[config.mk]
export PLATFORM = sky130hd
export DESIGN_NAME = lift_row_engine
export DESIGN_NICKNAME = d
export VERILOG_FILES = /design/src/rtl/lift_pkg.sv /design/src/rtl/lift_row_engine_alu.sv /design/src/rtl/lift_row_engine.sv
export SDC_FILE = /design/constraint.sdc
export NUM_CORES = 1
export LEC_CHECK = 0
export ABC_AREA = 1
export CAP_MARGIN = 40
export CORE_MARGIN = 1.5
export CORE_UTILIZATION = 44
export DETAILED_ROUTE_END_ITERATION = 6
export GPL_ROUTABILITY_DRIVEN = 0
export PLACE_DENSITY = 0.75
export SLEW_MARGIN = 20
export SYNTH_ARGS = -nofsm -noshare
export SYNTH_HDL_FRONTEND = slang
export SYNTH_SLANG_ARGS = --single-unit
[constraint.sdc]
create_clock -name clk -period 4.5 [get_ports clk]
set_input_delay 0.45 -clock clk [delete_from_list [all_inputs] [get_ports clk]]
set_output_delay 0.45 -clock clk [all_outputs]
set_load 0.03 [all_outputs]
[src/rtl/lift_pkg.sv]
// Shared types and constants for the 5/3 lifting row engine.
// Holds the FSM/pass enums, shift constants and boundary mirroring.
package lift_pkg;

  typedef enum logic [2:0] {
    IDLE, RD_L, RD_S, RD_R, CAP, WR, PASS_SW, FIN
  } lift_state_t;

  typedef enum logic {P, U} lift_pass_t;

  localparam int PRED_SHIFT = 1;
  localparam int UPD_SHIFT  = 2;
  localparam int UPD_ROUND  = 2;

  // Row offset of the left (right=0) or right neighbour of k,
  // folded back into the row by symmetric extension.
  function automatic logic [15:0] mirror_idx(
    input logic [15:0] k,
    input logic [15:0] len,
    input logic        right
  );
    if (!right)
      return (k == 16'd0) ? 16'd1 : k - 16'd1;
    return (k + 16'd1 >= len) ? len - 16'd2 : k + 16'd1;
  endfunction

endpackage

[src/rtl/lift_row_engine_alu.sv]
// Combinational 5/3 lifting step: one predict or update sample.
// With LIFT_SAT_EN the result clamps instead of wrapping.
module lift_step_alu
  import lift_pkg::*;
#(
  parameter int WIDTH = 16
) (
  input  logic signed [WIDTH-1:0] l,
  input  logic signed [WIDTH-1:0] r,
  input  logic signed [WIDTH-1:0] s,
  input  logic                    even_odd,
  input  logic                    fwd_inv,
`ifdef LIFT_SAT_EN
  output logic                    sat,
`endif
  output logic signed [WIDTH-1:0] res
);

  localparam int EW = WIDTH + 2;

  logic signed [EW-1:0] sum;
  logic signed [EW-1:0] corr;
  logic signed [EW-1:0] full;
  logic                 sub;

  always_comb begin
    sum = EW'(l) + EW'(r);
    if (even_odd)
      corr = sum >>> PRED_SHIFT;
    else
      corr = (sum + EW'(UPD_ROUND)) >>> UPD_SHIFT;
    // forward predict and inverse update subtract
    sub  = (even_odd == fwd_inv);
    full = sub ? EW'(s) - corr : EW'(s) + corr;
  end

`ifdef LIFT_SAT_EN
  localparam logic signed [EW-1:0] MAXV = {3'b000, {(WIDTH-1){1'b1}}};
  localparam logic signed [EW-1:0] MINV = {3'b111, {(WIDTH-1){1'b0}}};

  always_comb begin
    sat = 1'b0;
    res = WIDTH'(full);
    if (full > MAXV) begin
      sat = 1'b1;
      res = {1'b0, {(WIDTH-1){1'b1}}};
    end else if (full < MINV) begin
      sat = 1'b1;
      res = {1'b1, {(WIDTH-1){1'b0}}};
    end
  end
`else
  assign res = WIDTH'(full);
`endif

endmodule

[src/rtl/lift_row_engine.sv]
// In-place 5/3 lifting over one RAM row, forward or inverse.
// Optional LIFT_SAT_EN: saturating results and sticky sat_flag.
module lift_row_engine
  import lift_pkg::*;
#(
  parameter int WIDTH  = 16,
  parameter int DEPTH  = 64,
  parameter int ADDR_W = $clog2(DEPTH)
) (
  input  logic              clk,
  input  logic              reset,
  input  logic              start,
  input  logic              fwd_inv,
  input  logic [ADDR_W-1:0] base_addr,
  input  logic [ADDR_W:0]   row_len,
  output logic              busy,
  output logic              done,
  output logic              err,
  output logic              rd_en,
  output logic [ADDR_W-1:0] rd_addr,
  input  logic [WIDTH-1:0]  rd_data,
  output logic              wr_dv,
  output logic [ADDR_W-1:0] wr_addr,
`ifdef LIFT_SAT_EN
  output logic              sat_flag,
`endif
  output logic [WIDTH-1:0]  wr_data
);

  localparam logic [ADDR_W:0] ONE  = (ADDR_W+1)'(1);
  localparam logic [ADDR_W:0] TWO  = (ADDR_W+1)'(2);
  localparam logic [ADDR_W:0] MAXL = (ADDR_W+1)'(DEPTH);

  lift_state_t state_q, state_d;
  lift_pass_t  pass_q, pass_d;
  logic        second_q, second_d;
  logic        fwd_q, fwd_d;
  logic        err_q, err_d;
  logic [ADDR_W-1:0] base_q, base_d;
  logic [ADDR_W:0]   len_q, len_d;
  logic [ADDR_W:0]   k_q, k_d;
  logic signed [WIDTH-1:0] l_q, l_d;
  logic signed [WIDTH-1:0] s_q, s_d;
  logic signed [WIDTH-1:0] res_q, res_d;
  logic signed [WIDTH-1:0] alu_res;
  logic [ADDR_W-1:0] a_l, a_s, a_r;
  logic len_ok;

  assign len_ok = !row_len[0] && (row_len >= TWO) && (row_len <= MAXL);

  assign a_s = base_q + ADDR_W'(k_q);
  assign a_l = base_q + ADDR_W'(mirror_idx(16'(k_q), 16'(len_q), 1'b0));
  assign a_r = base_q + ADDR_W'(mirror_idx(16'(k_q), 16'(len_q), 1'b1));

`ifdef LIFT_SAT_EN
  logic alu_sat;
  logic sat_q, sat_d;
  assign sat_flag = sat_q;
`endif

  lift_step_alu #(.WIDTH(WIDTH)) u_alu (
    .l        (l_q),
    .r        (rd_data),
    .s        (s_q),
    .even_odd (pass_q == P),
    .fwd_inv  (fwd_q),
`ifdef LIFT_SAT_EN
    .sat      (alu_sat),
`endif
    .res      (alu_res)
  );

  always_comb begin
    state_d  = state_q;
    pass_d   = pass_q;
    second_d = second_q;
    fwd_d    = fwd_q;
    err_d    = err_q;
    base_d   = base_q;
    len_d    = len_q;
    k_d      = k_q;
    l_d      = l_q;
    s_d      = s_q;
    res_d    = res_q;
`ifdef LIFT_SAT_EN
    sat_d    = sat_q;
`endif
    busy     = 1'b0;
    done     = 1'b0;
    err      = 1'b0;
    rd_en    = 1'b0;
    rd_addr  = '0;
    wr_dv    = 1'b0;
    wr_addr  = '0;
    wr_data  = '0;
    unique case (state_q)
      IDLE: if (start) begin
        fwd_d    = fwd_inv;
        base_d   = base_addr;
        len_d    = row_len;
        second_d = 1'b0;
        err_d    = !len_ok;
        pass_d   = fwd_inv ? P : U;
        k_d      = fwd_inv ? ONE : '0;
`ifdef LIFT_SAT_EN
        sat_d    = 1'b0;
`endif
        state_d  = len_ok ? RD_L : FIN;
      end
      RD_L: begin
        busy    = 1'b1;
        rd_en   = 1'b1;
        rd_addr = a_l;
        state_d = RD_S;
      end
      RD_S: begin
        busy    = 1'b1;
        rd_en   = 1'b1;
        rd_addr = a_s;
        l_d     = rd_data;
        state_d = RD_R;
      end
      RD_R: begin
        busy    = 1'b1;
        rd_en   = 1'b1;
        rd_addr = a_r;
        s_d     = rd_data;
        state_d = CAP;
      end
      CAP: begin
        busy    = 1'b1;
        res_d   = alu_res;
`ifdef LIFT_SAT_EN
        sat_d   = sat_q | alu_sat;
`endif
        state_d = WR;
      end
      WR: begin
        busy    = 1'b1;
        wr_dv   = 1'b1;
        wr_addr = a_s;
        wr_data = res_q;
        if (k_q + TWO < len_q) begin
          k_d     = k_q + TWO;
          state_d = RD_L;
        end else if (!second_q) begin
          // pass switch folded into this transition
          second_d = 1'b1;
          pass_d   = (pass_q == P) ? U : P;
          k_d      = (pass_q == P) ? '0 : ONE;
          state_d  = RD_L;
        end else begin
          state_d = FIN;
        end
      end
      PASS_SW: state_d = RD_L;
      FIN: begin
        done    = 1'b1;
        err     = err_q;
        state_d = IDLE;
      end
      default: state_d = IDLE;
    endcase
  end

  always_ff @(posedge clk) begin
    if (reset) begin
      state_q  <= IDLE;
      pass_q   <= P;
      second_q <= 1'b0;
      fwd_q    <= 1'b0;
      err_q    <= 1'b0;
      base_q   <= '0;
      len_q    <= '0;
      k_q      <= '0;
      l_q      <= '0;
      s_q      <= '0;
      res_q    <= '0;
`ifdef LIFT_SAT_EN
      sat_q    <= 1'b0;
`endif
    end else begin
      state_q  <= state_d;
      pass_q   <= pass_d;
      second_q <= second_d;
      fwd_q    <= fwd_d;
      err_q    <= err_d;
      base_q   <= base_d;
      len_q    <= len_d;
      k_q      <= k_d;
      l_q      <= l_d;
      s_q      <= s_d;
      res_q    <= res_d;
`ifdef LIFT_SAT_EN
      sat_q    <= sat_d;
`endif
    end
  end

endmodule

==> results of run 1 <==
-- final timing paths --
path                            slack (ns)         end  cells past startpoint
worst max-delay path                 -0.25  rd_addr[5]                     31
worst min-delay path                  0.47   res_q[14]                      2
worst max register to register        0.40   res_q[15]                     28
worst min register to register        0.47   res_q[14]                      2
-- per-stage QoR --
step                area (µm²)  instances  utilization
floorplan                 6950       1120            -
global placement          8420       1460        0.550
detailed placement        8420       1460        0.550
CTS                       8890       1485        0.580
global route              9150       1492        0.598
finish                    9150       1492        0.598
-- per-layer routing --
metal / vias up / wire, µm
li1: 3925 / -
met1: 3414 / 9160
met2: 205 / 8770
met3: 56 / 1030
met4: 0 / 523
met5: - / 0
-- synthesized netlist by cell type, types with 2 or more instances --
| cell | number |
|---|---|
| ha_1 | 66 |
| nand2_1 | 236 |
| a21o_1 | 2 |
| fa_1 | 4 |
| inv_1 | 153 |
| xor2_1 | 33 |
| clkinv_1 | 4 |
| a21oi_1 | 83 |
| nand3_2 | 3 |
| and2_1 | 3 |
| o211ai_1 | 4 |
| nor3_1 | 9 |
| buf_2 | 4 |
| nor2_1 | 144 |
| inv_2 | 12 |
| o21bai_1 | 2 |
| clkbuf_1 | 21 |
| nand3_1 | 82 |
| a21oi_2 | 3 |
| nand2_4 | 2 |
| xnor2_1 | 8 |
| a211oi_1 | 3 |
| o21ai_2 | 2 |
| nor2_2 | 11 |
| a31oi_1 | 2 |
| nand2_2 | 22 |
| o22ai_1 | 4 |
| nor2_4 | 3 |
| dfxtp_1 | 75 |
| o21ai_0 | 90 |
| or2_2 | 4 |
| nand4_1 | 11 |
-- report_power, final --
part           internal [W]  switching [W]  total [W]
combinational       0.00205        0.00274    0.00479
sequential         0.000864       0.000135   0.000999
clock              0.000368       0.000300   0.000669
total               0.00328        0.00318    0.00646
-- critical path, delay by kind of cell, from the launching register on --
family / cells / cell delay, ns
simple gates: 12 / 1.04
flops: 1 / 0.34
xor+xnor: 2 / 0.31
compound gates: 9 / 1.16
fa+ha+maj: 3 / 0.55
buf+inv: 5 / 0.52
-- final cells by class --
type | instances | area [µm²] | area share
multi-input combinational | 849 | 4980 | 0.544
inverter | 169 | 644 | 0.0704
clock inverter | 5 | 31.3 | 0.00342
tap | 211 | 264 | 0.0288
sequential | 75 | 1510 | 0.165
clock buffer | 10 | 229 | 0.0250
timing repair buffer | 173 | 1490 | 0.163
-- cell families after synthesis --
logic type	count (synthesis)
AO/OA/AOI/OAI	204
flip-flops	75
adder cells (fa/ha/maj)	70
AND/OR/NAND/NOR	534
buffers and inverters	196
XOR/XNOR	41
-- state kept, by name, summed over array words and instances, names as in the netlist --
signal    count
s_q          16
k_q           7
err_q         1
l_q          16
state_q       3
pass_q        1
res_q        16
base_q        6
fwd_q         1
len_q         7
second_q      1
-- timing repair --
action / CTS / global route
endpoints found under the setup margin: 9 / 12
hold buffers: 0 / 0
setup buffers: 10 / 7
pin swaps: 24 / 35
gates resized for setup: 40 / 50
==> results.toml, run 1 <==
[worst_setup_path]
end_kind = "output port"
path_class = "flip-flop to output port"
arrival_ns = 4.30
crit_fanout = 3
cp.required_ns = 4.05
cp_slowest_cell = "dfxtp_2"
crit_start = "k_q[2]"
slowest_delay_ns = 0.34
rr_startpoint = "l_q[0]"
start_kind = "flip-flop"

[layout]
nets = 1380
final_common_cell = "nand2_1"
n_fill_cell = 1446
diodes = 0
syn_to_final_growth_pct = 31.7
final_cell_mix = "230 x nand2_1, 146 x inv_1, 136 x nor2_1, 106 x buf_4"
drive_above_1_share = 0.189

[place]
port_buffers = 65
hpwl_um = 14400
pre_cts_ws_ns = -0.460

[grt]
antenna_found_initial = 0
grt_overflow = 0
busiest_layer = "met2"
grt_pass1_vias = 6965
grt_usage = 0.237
grt_max_degree = 33
grtUsageMet2 = 0.393
gr-usage-met3 = 0.0449
grt_pass1_wl_um = 31700
globalRouteMet1Util = 0.310

[detailed_routing]
antenna_left = 0
via_count = 7600
drc = 0
routedWlPerCell_um = 13.1
via_per_inst = 5.09
wl_um = 19500
drtIter0Drc = 530
drtPass1Iterations = 5

[run_status]
status = "finished, violations left"
violations = "negative setup slack"

[min_path]
hold_start = "res_q[14]"
min_path_type = "flip-flop to flip-flop"

[die]
dieArea_um2 = 16600
std_cell_rows = 45
initial_core_util = 0.454
die_h_um = 129
core_um2 = 15300
die_w_um = 129
ios = 66

[logic_synthesis]
synthXorXnorAreaFrac = 0.0517
synthAdderAreaFrac = 0.130
ys_ff_latch = 75
yosysTopAreaCell = "dfxtp_1"
syn_inst = 1120
synth_cell_type_count = 47
postSynthAreaPerCell_um2 = 6.20
synth-compound-area-share = 0.161
synth-seq-area-share = 0.216
synth_top_family_by_area = "simple AND/OR/NAND/NOR gates"
yosys.area.top_type_share = 0.216
postSynthNetCount = 1223
async_flop_share = 0
netlist_area_um2 = 6950
synth_top_flop_cell = "dfxtp_1"
synth_area_leaders = "dfxtp_1 22%, nand2_1 13%, ha_1 12%"
synthSimpleGateAreaFrac = 0.333
synthMuxAreaShare = 0
synth_edf_count = 0
yosysWarningCount = 0

[timing]
hold_viol = 0
skew_ns = 0.00813
finalCriticalPeriod_ns = 4.75
rsz0062_at_grt = "yes"
tns_ns = -0.398
maxSlewViolCount = 0
fmax_mhz = 211
timing.final.crit_share = 1.06
slew-limit-headroom = 0.494
hold_slack_ns = 0.471
setup_viol_count_final = 2
worst_slew_pin_slew_ns = 0.756
setup_ws_ns = -0.248

[clock_network]
clk_transition_reported_paths_ns = 0.06
tritoncts = "yes"
clkSinkCount = 75
clk_path_buf_depth = 2
clk_latency_ns = 0.35
cts_root_buffer = "clkbuf_16"
cts_buffers = 9
h-tree-depth = 3

[power]
irDropWorstVdd_v = 0.000301
power.total_w = 0.00646
powerDensity_nw_per_um2 = 705
leakagePower_nw = 4.53

[flow_run]
max_cap_viol_count = 0
No activity file was read; power rests on OpenSTA's default activity.
==> run 2: changes to the inputs <==
--- a/config.mk
+++ b/config.mk
@@ -7,10 +7,11 @@
 export LEC_CHECK = 0
 export ABC_AREA = 1
 export CAP_MARGIN = 40
-export CORE_MARGIN = 1.5
+export CORE_MARGIN = 2
 export CORE_UTILIZATION = 44
 export DETAILED_ROUTE_END_ITERATION = 6
 export GPL_ROUTABILITY_DRIVEN = 0
+export HOLD_SLACK_MARGIN = 0.02
 export PLACE_DENSITY = 0.75
 export SLEW_MARGIN = 20
 export SYNTH_ARGS = -nofsm -noshare
==> run 2 against run 1 <==
Net effect: the flow still finishes with violations (negative setup slack); utilization is 0.54 points lower; global-route usage fell by 0.88 points; setup slack improved by 0.061 ns; clock skew barely moved; non-clock buffer count shrank 8; via count decreased by 1.9%; wire length down 3.4%; combinational power hardly changed; final area shrank 0.90%; register-to-register slack got worse by 0.06 ns; sequential share of layout area rose by 0.15 points; largest power group unchanged.
==> results.toml, run 2 (same netlist as run 1, synthesis figures left out) <==
[power]
swShare = 0.489
internal-power_w = 0.00329
power.switching_w = 0.00315
p_clk_frac = 0.103
power.total_w = 0.00644
seq_power_share = 0.154
leakagePower_nw = 4.49
irDropWorstVdd_v = 0.000320
powerDensity_nw_per_um2 = 710
comb_power_share = 0.743

[grt]
grt_pass1_wl_um = 31300
grt_pass1_vias = 6937
antenna_found_initial = 0
grt_max_degree = 33
grt_overflow = 0
grt_usage = 0.229

[place]
placed_area_um2 = 8440
pre_cts_ws_ns = -0.383
port_buffers = 65
post-place-cells = 1460
hpwl_um = 14300

[layout]
diodes = 0
final_cells = 1484
final_cell_mix = "231 x nand2_1, 149 x inv_1, 137 x nor2_1, 99 x buf_4, 82 x o21ai_0"
regArea_um2 = 1510
final_util = 0.592
nets = 1372
reg_top3 = "l_q (16), res_q (16), s_q (16)"
final_common_cell = "nand2_1"
syn_to_final_growth_pct = 30.5
fin_area_um2 = 9070
multi_input_area_um2 = 4970
drive_above_1_share = 0.181
n_fill_cell = 1465

[worst_setup_path]
cp.required_ns = 4.05
end_kind = "output port"
cp_slowest_cell = "a2111oi_4"
crit_top_cell = "nor2_1"
arrival_ns = 4.24
crit_fanout = 3
start_kind = "flip-flop"
r2r_cells = 30
path_class = "flip-flop to output port"
slowest_delay_ns = 0.42

[timing]
setup_viol_count_final = 2
setup_ws_ns = -0.187
hold_viol = 0
maxSlewViolCount = 0
fmax_mhz = 213
timing.final.crit_share = 1.04
skew_ns = 0.00811
slew-limit-headroom = 0.522
rsz0062_at_grt = "yes"
finalCriticalPeriod_ns = 4.69
worst_slew_pin_slew_ns = 0.712

[detailed_routing]
antenna_left = 0
routedWlPerCell_um = 12.7
via_count = 7454
drtIter0Drc = 560
via_per_inst = 5.02
drtPass1Iterations = 5
wl_um = 18800
drc = 0

[die]
die_w_um = 130
core_um2 = 15300
std_cell_rows = 45
ios = 66
dieArea_um2 = 16800
die_h_um = 130
initial_core_util = 0.454

[clock_network]
cts_buffers = 9
clk_latency_ns = 0.35
clkSinkCount = 75
clk_transition_reported_paths_ns = 0.06
cts_root_buffer = "clkbuf_16"
clk_path_buf_depth = 2
tritoncts = "yes"
h-tree-depth = 3
hold_buffers = 0

[flow_run]
max_cap_viol_count = 0

[min_path]
min_path_cells = 2
min_path_type = "flip-flop to flip-flop"

[run_status]
violations = "negative setup slack"
status = "finished, violations left"
-- run 2: cell type report --
type / count / area share
tap: 211 / 0.0291
multi-input combinational: 849 / 0.548
timing repair buffer: 165 / 0.158
inverter: 169 / 0.0705
clock buffer: 10 / 0.0252
clock inverter: 5 / 0.00345
sequential: 75 / 0.166
-- run 2: power groups by stage --
stage               Combinational, W  Clock, W  Sequential (W)
floorplan                    0.00299         0        0.000960
global placement             0.00432         0        0.000986
detailed placement           0.00442         0        0.000991
CTS                          0.00457  0.000671        0.000986
global route                 0.00536  0.000702         0.00102
finish                       0.00479  0.000663        0.000995
-- run 2: critical path, delay by kind of cell (launching register included) --
family / cells / cell delay [ns]
AOI/OAI and AO/OA: 8 / 1.30
adders and majority gates: 3 / 0.64
DFF: 1 / 0.34
buffers and inverters: 4 / 0.46
xor gates and xnor gates: 2 / 0.33
and+or+nand+nor: 11 / 0.83
-- run 2: timing repair --
action | CTS | global route
pin swaps | 21 | 24
setup endpoints to repair | 9 | 12
setup buffers | 5 | 2
resized for setup | 40 | 34
-- run 2: worst paths after layout --
| kind | slack, ns | end | start |
|---|---|---|---|
| max | -0.19 | rd_addr[5] | k_q[1] |
| max reg2reg | 0.34 | res_q[15] | l_q[1] |
| min | 0.47 | res_q[14] | res_q[14] |
| min reg2reg | 0.47 | res_q[14] | res_q[14] |
-- run 2: routing by layer --
| layer | part of all wire | vias up | track usage | wire, µm |
|---|---|---|---|---|
| li1 | - | 3912 | - | - |
| met1 | 0.48 | 3327 | 0.310 | 9080 |
| met4 | 0.013 | 0 | 0.0626 | 249 |
| met2 | 0.46 | 186 | 0.383 | 8630 |
| met3 | 0.046 | 29 | 0.0301 | 869 |
| met5 | 0 | - | 0 | 0 |
-- run 2: metrics by stage --
| stage | hold WS [ns] | TNS [ns] |
|---|---|---|
| detailed placement | 0.462 | -2.46 |
| global placement | 0.450 | -1.24 |
| CTS | 0.470 | -0.276 |
| floorplan | 0.430 | 0 |
| global route | 0.503 | -0.754 |
| finish | 0.466 | -0.190 |
